<file path="src/rtl/complex_iq_combiner_axis_if.sv">
// AXI4-Stream beat bundle used for both partial-product inputs and the combined output.
// TDATA packs two signed components as {hi, lo}.
interface complex_iq_combiner_axis_if #(
    parameter int DATA_W = 32
) ();
    logic [2*DATA_W-1:0] TDATA;
    logic                TVALID;
    logic                TLAST;
    logic                TREADY;

    modport master (output TDATA, TVALID, TLAST, input TREADY);
    modport slave  (input TDATA, TVALID, TLAST, output TREADY);
endinterface

</file>
<file path="src/rtl/complex_iq_combiner_axis.sv">
// Joins two {hi,lo} partial-product streams into one complex stream through a stall-as-a-whole
// pipeline, with runtime combine mode, saturate/wrap, and sticky overflow / TLAST-mismatch status.
module complex_iq_combiner_axis #(
    parameter int DATA_W      = 32,
    parameter int PIPE_STAGES = 2,
    parameter int SATURATE    = 1
) (
    input  logic                      AXIS_ACLK,
    input  logic                      AXIS_ARESET,
    input  logic [1:0]                MODE,
    input  logic                      STATUS_CLR,
    complex_iq_combiner_axis_if.slave  S0_AXIS,
    complex_iq_combiner_axis_if.slave  S1_AXIS,
    complex_iq_combiner_axis_if.master M_AXIS,
    output logic [DATA_W/4-1:0]       M_AXIS_TSTRB,
    output logic                      OVF_STICKY,
    output logic                      LAST_MISMATCH,
    output logic [31:0]               BEAT_CNT
);
    localparam int W  = DATA_W;
    localparam int TW = 2 * DATA_W;

    logic          ce;
    logic          accept;
    logic [W:0]    a_hi, a_lo, b_hi, b_lo;
    logic [W:0]    r_hi, r_lo;
    logic [W:0]    f_hi, f_lo;
    logic [TW-1:0] res_d;
    logic          res_ovf_d;

    logic          valid_q [PIPE_STAGES];
    logic [TW-1:0] data_q  [PIPE_STAGES];
    logic          last_q  [PIPE_STAGES];
    logic          ovf_q   [PIPE_STAGES];

    logic          ovf_sticky_q, ovf_sticky_d;
    logic          mismatch_q, mismatch_d;
    logic [31:0]   beat_cnt_q, beat_cnt_d;

    // Returns {overflow, fitted value}; the W+1-bit result overflowed when its top two bits differ.
    function automatic logic [W:0] fit(input logic [W:0] r);
        logic         ovf;
        logic [W-1:0] v;
        ovf = r[W] ^ r[W-1];
        v   = r[W-1:0];
        if (ovf && (SATURATE != 0)) begin
            v = r[W] ? {1'b1, {(W-1){1'b0}}} : {1'b0, {(W-1){1'b1}}};
        end
        return {ovf, v};
    endfunction

    assign ce     = !valid_q[PIPE_STAGES-1] || M_AXIS.TREADY;
    assign accept = !AXIS_ARESET && ce && S0_AXIS.TVALID && S1_AXIS.TVALID;

    assign S0_AXIS.TREADY = !AXIS_ARESET && ce && S1_AXIS.TVALID;
    assign S1_AXIS.TREADY = !AXIS_ARESET && ce && S0_AXIS.TVALID;

    always_comb begin
        a_hi = {S0_AXIS.TDATA[TW-1], S0_AXIS.TDATA[TW-1:W]};
        a_lo = {S0_AXIS.TDATA[W-1],  S0_AXIS.TDATA[W-1:0]};
        b_hi = {S1_AXIS.TDATA[TW-1], S1_AXIS.TDATA[TW-1:W]};
        b_lo = {S1_AXIS.TDATA[W-1],  S1_AXIS.TDATA[W-1:0]};
        r_hi = a_hi + b_hi;
        r_lo = a_lo + b_lo;
        case (MODE)
            2'd0: begin
                r_hi = a_hi + b_lo;
                r_lo = a_lo - b_hi;
            end
            2'd2: begin
                r_hi = a_hi - b_hi;
                r_lo = a_lo - b_lo;
            end
            2'd3: begin
                r_hi = a_hi - b_lo;
                r_lo = a_lo + b_hi;
            end
            default: ;
        endcase
        f_hi      = fit(r_hi);
        f_lo      = fit(r_lo);
        res_d     = {f_hi[W-1:0], f_lo[W-1:0]};
        res_ovf_d = f_hi[W] | f_lo[W];
    end

    always_comb begin
        ovf_sticky_d = (ovf_sticky_q && !STATUS_CLR)
                     || (valid_q[PIPE_STAGES-1] && M_AXIS.TREADY && ovf_q[PIPE_STAGES-1]);
        mismatch_d   = (mismatch_q && !STATUS_CLR)
                     || (accept && (S0_AXIS.TLAST != S1_AXIS.TLAST));
        beat_cnt_d   = beat_cnt_q + {31'b0, accept};
    end

    always_ff @(posedge AXIS_ACLK) begin
        if (AXIS_ARESET) begin
            for (int i = 0; i < PIPE_STAGES; i++) begin
                valid_q[i] <= 1'b0;
                data_q[i]  <= '0;
                last_q[i]  <= 1'b0;
                ovf_q[i]   <= 1'b0;
            end
            ovf_sticky_q <= 1'b0;
            mismatch_q   <= 1'b0;
            beat_cnt_q   <= '0;
        end else begin
            if (ce) begin
                valid_q[0] <= accept;
                if (accept) begin
                    data_q[0] <= res_d;
                    last_q[0] <= S0_AXIS.TLAST | S1_AXIS.TLAST;
                    ovf_q[0]  <= res_ovf_d;
                end
                for (int i = 1; i < PIPE_STAGES; i++) begin
                    valid_q[i] <= valid_q[i-1];
                    data_q[i]  <= data_q[i-1];
                    last_q[i]  <= last_q[i-1];
                    ovf_q[i]   <= ovf_q[i-1];
                end
            end
            ovf_sticky_q <= ovf_sticky_d;
            mismatch_q   <= mismatch_d;
            beat_cnt_q   <= beat_cnt_d;
        end
    end

    assign M_AXIS.TDATA  = data_q[PIPE_STAGES-1];
    assign M_AXIS.TVALID = valid_q[PIPE_STAGES-1];
    assign M_AXIS.TLAST  = last_q[PIPE_STAGES-1];
    assign M_AXIS_TSTRB  = '1;
    assign OVF_STICKY    = ovf_sticky_q;
    assign LAST_MISMATCH = mismatch_q;
    assign BEAT_CNT      = beat_cnt_q;
endmodule

</file>
<file path="src/flat_wrapper.sv">
// flat-port wrapper written by rule: the top's interface ports become plain ports
module complex_iq_combiner_axis_flat 
#(
    parameter int DATA_W      = 32,
    parameter int PIPE_STAGES = 2,
    parameter int SATURATE    = 1
)
  (AXIS_ACLK, AXIS_ARESET, MODE, STATUS_CLR, M_AXIS_TSTRB, OVF_STICKY, LAST_MISMATCH, BEAT_CNT, S0_AXIS_TDATA, S0_AXIS_TVALID, S0_AXIS_TLAST, S0_AXIS_TREADY, S1_AXIS_TDATA, S1_AXIS_TVALID, S1_AXIS_TLAST, S1_AXIS_TREADY, M_AXIS_TDATA, M_AXIS_TVALID, M_AXIS_TLAST, M_AXIS_TREADY);
  complex_iq_combiner_axis_if #(.DATA_W(DATA_W)) S0_AXIS_i ();
  complex_iq_combiner_axis_if #(.DATA_W(DATA_W)) S1_AXIS_i ();
  complex_iq_combiner_axis_if #(.DATA_W(DATA_W)) M_AXIS_i ();
  input  logic AXIS_ACLK;
  input  logic AXIS_ARESET;
  input  logic [1:0] MODE;
  input  logic STATUS_CLR;
  output logic [DATA_W/4-1:0] M_AXIS_TSTRB;
  output logic OVF_STICKY;
  output logic LAST_MISMATCH;
  output logic [31:0] BEAT_CNT;
  input wire logic [$bits(S0_AXIS_i.TDATA)-1:0] S0_AXIS_TDATA;
  input wire logic [$bits(S0_AXIS_i.TVALID)-1:0] S0_AXIS_TVALID;
  input wire logic [$bits(S0_AXIS_i.TLAST)-1:0] S0_AXIS_TLAST;
  output wire logic [$bits(S0_AXIS_i.TREADY)-1:0] S0_AXIS_TREADY;
  input wire logic [$bits(S1_AXIS_i.TDATA)-1:0] S1_AXIS_TDATA;
  input wire logic [$bits(S1_AXIS_i.TVALID)-1:0] S1_AXIS_TVALID;
  input wire logic [$bits(S1_AXIS_i.TLAST)-1:0] S1_AXIS_TLAST;
  output wire logic [$bits(S1_AXIS_i.TREADY)-1:0] S1_AXIS_TREADY;
  output wire logic [$bits(M_AXIS_i.TDATA)-1:0] M_AXIS_TDATA;
  output wire logic [$bits(M_AXIS_i.TVALID)-1:0] M_AXIS_TVALID;
  output wire logic [$bits(M_AXIS_i.TLAST)-1:0] M_AXIS_TLAST;
  input wire logic [$bits(M_AXIS_i.TREADY)-1:0] M_AXIS_TREADY;
  assign S0_AXIS_i.TDATA = S0_AXIS_TDATA;
  assign S0_AXIS_i.TVALID = S0_AXIS_TVALID;
  assign S0_AXIS_i.TLAST = S0_AXIS_TLAST;
  assign S0_AXIS_TREADY = S0_AXIS_i.TREADY;
  assign S1_AXIS_i.TDATA = S1_AXIS_TDATA;
  assign S1_AXIS_i.TVALID = S1_AXIS_TVALID;
  assign S1_AXIS_i.TLAST = S1_AXIS_TLAST;
  assign S1_AXIS_TREADY = S1_AXIS_i.TREADY;
  assign M_AXIS_TDATA = M_AXIS_i.TDATA;
  assign M_AXIS_TVALID = M_AXIS_i.TVALID;
  assign M_AXIS_TLAST = M_AXIS_i.TLAST;
  assign M_AXIS_i.TREADY = M_AXIS_TREADY;
  complex_iq_combiner_axis #(.DATA_W(DATA_W), .PIPE_STAGES(PIPE_STAGES), .SATURATE(SATURATE)) u_core (.AXIS_ACLK(AXIS_ACLK), .AXIS_ARESET(AXIS_ARESET), .MODE(MODE), .STATUS_CLR(STATUS_CLR), .S0_AXIS(S0_AXIS_i), .S1_AXIS(S1_AXIS_i), .M_AXIS(M_AXIS_i), .M_AXIS_TSTRB(M_AXIS_TSTRB), .OVF_STICKY(OVF_STICKY), .LAST_MISMATCH(LAST_MISMATCH), .BEAT_CNT(BEAT_CNT));
endmodule
</file>
<file path="config.mk">
export PLATFORM = sky130hd
export DESIGN_NAME = complex_iq_combiner_axis_flat
export DESIGN_NICKNAME = d
export VERILOG_FILES = /design/src/rtl/complex_iq_combiner_axis_if.sv /design/src/rtl/complex_iq_combiner_axis.sv /design/src/flat_wrapper.sv
export SDC_FILE = /design/constraint.sdc
export NUM_CORES = 1
export LEC_CHECK = 0
export CAP_MARGIN = 20
export CORE_MARGIN = 3
export CORE_UTILIZATION = 58
export CTS_BUF_LIST = sky130_fd_sc_hd__clkbuf_16
export CTS_CLUSTER_SIZE = 16
export DETAILED_ROUTE_END_ITERATION = 8
export GPL_TIMING_DRIVEN = 0
export PLACE_DENSITY = 0.88
export SYNTH_ARGS = -nofsm -noshare
export SYNTH_HDL_FRONTEND = slang
export SYNTH_SLANG_ARGS = --single-unit
</file>
<file path="constraint.sdc">
create_clock -name AXIS_ACLK -period 16.2 [get_ports AXIS_ACLK]
set_input_delay 3.24 -clock AXIS_ACLK [delete_from_list [all_inputs] [get_ports AXIS_ACLK]]
set_output_delay 3.24 -clock AXIS_ACLK [all_outputs]
set_load 0.01 [all_outputs]
</file>
### Word-level counts from Yosys, hierarchy flattened

Memory sizes are Yosys's and may differ from the RTL's.
Index checks and enable logic that the tools add are counted.

* RAM bits: 134
* flip-flop bits (word level): 34
* output and inout bits: 110
* memories kept: 4

* reduce and logical (&&, ||, !) cells: 16
* add/subtract/negate cells: 9
* equal/unequal tests: 3
* multiplexer cells: 23
* bitwise gates (word level): 12

Memory list
* u_core.data_q: depth 2, width 64, rd ports 2, clocked after Yosys merged registers in 0, write ports 2, line complex_iq_combiner_axis.sv:32 `logic [TW-1:0] data_q [PIPE_STAGES];`
* u_core.last_q: depth 2, width 1, rd ports 2, clocked after Yosys merged registers in 0, write ports 2, line complex_iq_combiner_axis.sv:33 `logic last_q [PIPE_STAGES];`
* u_core.ovf_q: depth 2, width 1, rd ports 2, clocked after Yosys merged registers in 0, write ports 2, line complex_iq_combiner_axis.sv:34 `logic ovf_q [PIPE_STAGES];`
* u_core.valid_q: depth 2, width 1, rd ports 2, clocked after Yosys merged registers in 0, write ports 2, line complex_iq_combiner_axis.sv:31 `logic valid_q [PIPE_STAGES];`

Operators with widths (count)
* case mux 33 bit (3 select lines): 2
* adder 32 x 32 -> 33 bit: 4
* subtractor 32 x 32 -> 33 bit: 4
* 2-to-1 mux 32 bit: 4
* 2-to-1 mux 64 bit: 2
* adder 32 x 1 -> 32 bit: 1
* 2-to-1 mux 1 bit: 15
* OR 1 bit: 10
* logical AND 1 bit: 9
* == test 2 bit, second input constant: 2
* zero test 1 bit: 3
* logical OR 1 bit: 3
* zero test 2 bit: 1
* bitwise XOR 1 bit: 2
* != test 1 bit: 1

### Longest topological paths before layout

An unclocked memory read counts as a cell.

* depth in word-level cells: 11
* mapped depth: 22
* mapped depth without buffers: 20

### Worst setup path before layout

No wires, ideal clock.

* path kind: input to register
* from: input MODE[1]
* to: memory u_core.data_q[0][46] (netlist bit), data pin
* buffers on the path: 6
* arrival: 7.829 ns
* library setup time: 0.270 ns
* path slack: 8.101 ns
* stages on the path: 17
* path through: clkbuf_1 buf_1 buf_1 clkbuf_1 mux4_2 inv_1 fa_1 a21oi_1 nor2_1 o41ai_1 o211ai_1 a311oi_1 xnor3_1 nand4_1 clkbuf_1 clkbuf_1 o21ai_0

RTL lines
* from (decl): line flat_wrapper.sv:14 `input logic [1:0] MODE;`
* to (decl): line complex_iq_combiner_axis.sv:32

==> reports/results.txt <==
Source-to-sink clock delay at the later pin of the worst-skew pair = 0.43 ns
Violation count after the first detailed-route iteration = 1113
Worst IR drop on VDD = 0.0856 mV
HP Start = u_core.data_q[0][12]
Width of the die = 156 µm
Detailed-placement wirelength estimate = 29300 µm
Sequential element share of the synthesized area = 36.0%
Setup repair bufs after CTS = 0
End of the worst hold path = u_core.data_q[0][76]
Synth unique cells = 73
YS warnings = 0
Most frequent cell after synthesis = edfxtp_1
Instance count along the most critical hold path = 1
Post-cts hold buffer count = 0
Number of nets in the final layout = 1824
Routability Congestion = 1.04
Unrepaired setup endpoints after global routing = false
Routed wire length per instance = 19.6 µm
Setup Total Neg Slack = 0 ns
Pin count of the biggest net entering global routing = 37
Share of async-settable or async-resettable flops after synthesis = 0%
Critical-path maximum fanout = 10
First-pass DRT Iterations = 5
Routed Wire Length = 37500 µm
Clock buffers created by TritonCTS = 17
Worst reg-to-reg setup slack = 11.88 ns
Number of global-route vias before repair = 11000
Wire length of the first global-routing pass = 58100 µm
Endpoint of the worst register-to-register path = u_core.BEAT_CNT[26]
Sinks on the clock net = 168
CTS clk-pin slew, worst paths = 0.08 ns
Antenna violations before repair = 1
TritonCTS clock tree = done
Worst Setup End Kind = flip-flop
Overall power = 0.00147 W
Cells on worst reg2reg path = 12
Routed via count divided by cell count = 6.03
Register bit count reported by yosys = 168
Part of the cycle the worst path needs = 58.7%
Mapped Area = 13100 µm²
Cell count after synthesis = 1346
Kind of critical path = in -> reg
Root Buffer = clkbuf_16
Top post-synthesis cells by area = edfxtp_1, ha_1, mux4_2, dfxtp_1, xor2_1
Fraction of final layout cells with drive strength greater than 1 = 11.2%
Max-cap violations = 0
Critical R2R Launch = u_core.valid_q[0][1]
Die Area = 24400 µm²
Data required time at the worst endpoint = 16.35 ns
Number of resized instances in the post-cts repair step = 0
Area share of the largest cell type after synthesis = 30.8%
Area inside the core boundary = 22000 µm²
Number of routed nets with antenna violations = 0
Number of filler cells placed in the layout = 1554
Floorplan die height = 156 µm
Type of the most critical hold path = reg -> reg
EDFF count, synth = 134
Count of pins over their slew limit = 0
Most used flip-flop cell after synthesis = edfxtp_1
Static leakage = 6.48 nW
Min Hold Slack = 0.514 ns
Setup violations, final = 0
Post-synthesis average cell area = 9.72 µm²
Fmax achieved = 0.105 GHz
Count of H-tree levels built during CTS = 4
Clk_skew = 0.00923 ns
Ports placed on the boundary = 248
Largest buffer count on any clock path = 2
Starting utilization of the core area = 59.4%
Total count of hold-check failures in the final report = 0
Count of input and output buffers = 237
Standard-cell row count = 54
Library cell with the largest summed area after synthesis = edfxtp_1
Power density relative to cell area = 89.1 nW/µm²
Worst max-slew margin expressed relative to the limit = 24.8%
Final min period = 9.51 ns
Worst Path Arrival = 9.67 ns
GR Util All Layers = 30.3%
Global route total overflow = 0
Total vias in the final route = 11500
Number of antenna repair diodes = 0
Synth cell count leaders = edfxtp_1, nor2_1, a21oi_1
Setup crit start kind = input pin
Result of the run = completed
Post-detailed-route DRC marker count = 0
Synth-to-Final Area Change = 26.1%
Transition time at the pin with the least slew margin = 1.11 ns
==> placed cells by master (no fill, tap or decap), types with 7 or more instances in the layout <==
| cell | n |
|---|---|
| a21oi_1 | 94 |
| nor2b_1 | 12 |
| o211ai_1 | 7 |
| nand3_1 | 28 |
| and4_1 | 7 |
| o21ai_2 | 9 |
| and3_1 | 13 |
| ha_1 | 70 |
| clkbuf_1 | 39 |
| nand2b_1 | 16 |
| clkbuf_16 | 17 |
| and2_1 | 70 |
| xor2_1 | 69 |
| nand4_1 | 11 |
| o21bai_1 | 10 |
| xnor2_1 | 66 |
| nand2_1 | 75 |
| o21ai_0 | 92 |
| a21o_1 | 22 |
| mux4_2 | 38 |
| mux2i_1 | 18 |
| o31ai_1 | 9 |
| a211oi_1 | 18 |
| nor4_1 | 11 |
| conb_1 | 8 |
| buf_1 | 11 |
| or3_1 | 18 |
| buf_4 | 72 |
| mux2_2 | 14 |
| nor2_1 | 96 |
| edfxtp_1 | 134 |
| clkdlybuf4s50_1 | 237 |
| dfxtp_1 | 34 |
| o21a_1 | 13 |
| nor3_1 | 25 |
| inv_1 | 44 |
==> registers in the layout, indices dropped and copies added (netlist names) <==
name	count
u_core.LAST_MISMATCH	1
u_core.data_q	128
u_core.OVF_STICKY	1
u_core.ovf_q	2
u_core.last_q	2
u_core.valid_q	2
u_core.BEAT_CNT	32
==> worst max-delay path by stage <==
stage / startpoint / to / slack [ns] / cells past startpoint
final: S1_AXIS_TDATA[34] / u_core.data_q[0][52] / 6.69 / 22
after floorplan: MODE[1] / u_core.data_q[0][46] / 8.10 / 17
after CTS: S1_AXIS_TDATA[34] / u_core.data_q[0][56] / 6.83 / 22
after global routing: S1_AXIS_TDATA[34] / u_core.data_q[0][53] / 6.33 / 22
after global placement: S1_AXIS_TDATA[34] / u_core.data_q[0][54] / 6.44 / 22
after detailed placement: S1_AXIS_TDATA[34] / u_core.data_q[0][56] / 6.38 / 22
==> cell families after synthesis <==
| kind of cell | after synthesis | share of synthesized area (%) |
|---|---|---|
| AOI/OAI and AO/OA | 323 | 15.3 |
| xor gates and xnor gates | 136 | 9.21 |
| adders and majority gates | 72 | 7.00 |
| buffers and inverters | 171 | 7.21 |
| DFF | 168 | 36.0 |
| muxes | 70 | 9.12 |
| other | 1 | 0.0287 |
| and+or+nand+nor | 405 | 16.2 |
==> layout make-up <==
cell class | instances | area [µm²] | area share [%]
buffer | 128 | 782 | 4.74
multi-input combinational | 1014 | 7460 | 45.2
clock buffer | 17 | 425 | 2.58
sequential | 168 | 4700 | 28.5
inverter | 43 | 161 | 0.978
timing repair buffer | 242 | 2450 | 14.8
tap | 280 | 350 | 2.12
clock inverter | 15 | 164 | 0.993
==> metrics by stage <==
stage	cells	worst slack, ns	utilization, %	cell area, µm²
detailed placement	1874	6.38	72.2	15900
floorplan	1353	8.10	-	13100
global placement	1870	6.44	71.9	15800
CTS	1906	6.83	74.8	16500
finish	1907	6.69	74.9	16500
global route	1907	6.33	74.9	16500
==> critical path, stage by stage <==
cell and delay, ns:
clkdlybuf4s50_1 0.52, nor4_1 0.76, nand2_1 0.27, or3_1 0.49, or3_1 0.52, or4_1 0.45, xor2_1 0.20, nand2b_1 0.08
nand3_1 0.07, o21ai_0 0.14, ha_1 0.32, clkbuf_1 0.29, nand3_1 0.14, nor2_1 0.27, o211ai_1 0.15, a31oi_1 0.23
a311oi_1 0.09, xnor3_1 0.47, nand4_1 0.15, clkbuf_1 0.29, clkbuf_1 0.33, o21ai_0 0.19
==> per-layer routing <==
metal	share of wire, %	GRT usage (%)	vias to the layer above	wire [µm]
met4	3.6	10.6	2	1350
li1	-	-	5400	-
met1	41	40.6	5443	15300
met3	8.1	4.85	89	3050
met2	47	50.4	572	17700
met5	0.029	0	-	11
==> power breakdown <==
part           total (W)  switching, W  internal [W]
sequential      0.000561     0.0000160      0.000545
combinational   0.000513      0.000268      0.000245
clock           0.000395      0.000189      0.000206
Power figures use the tool's default switching activity.
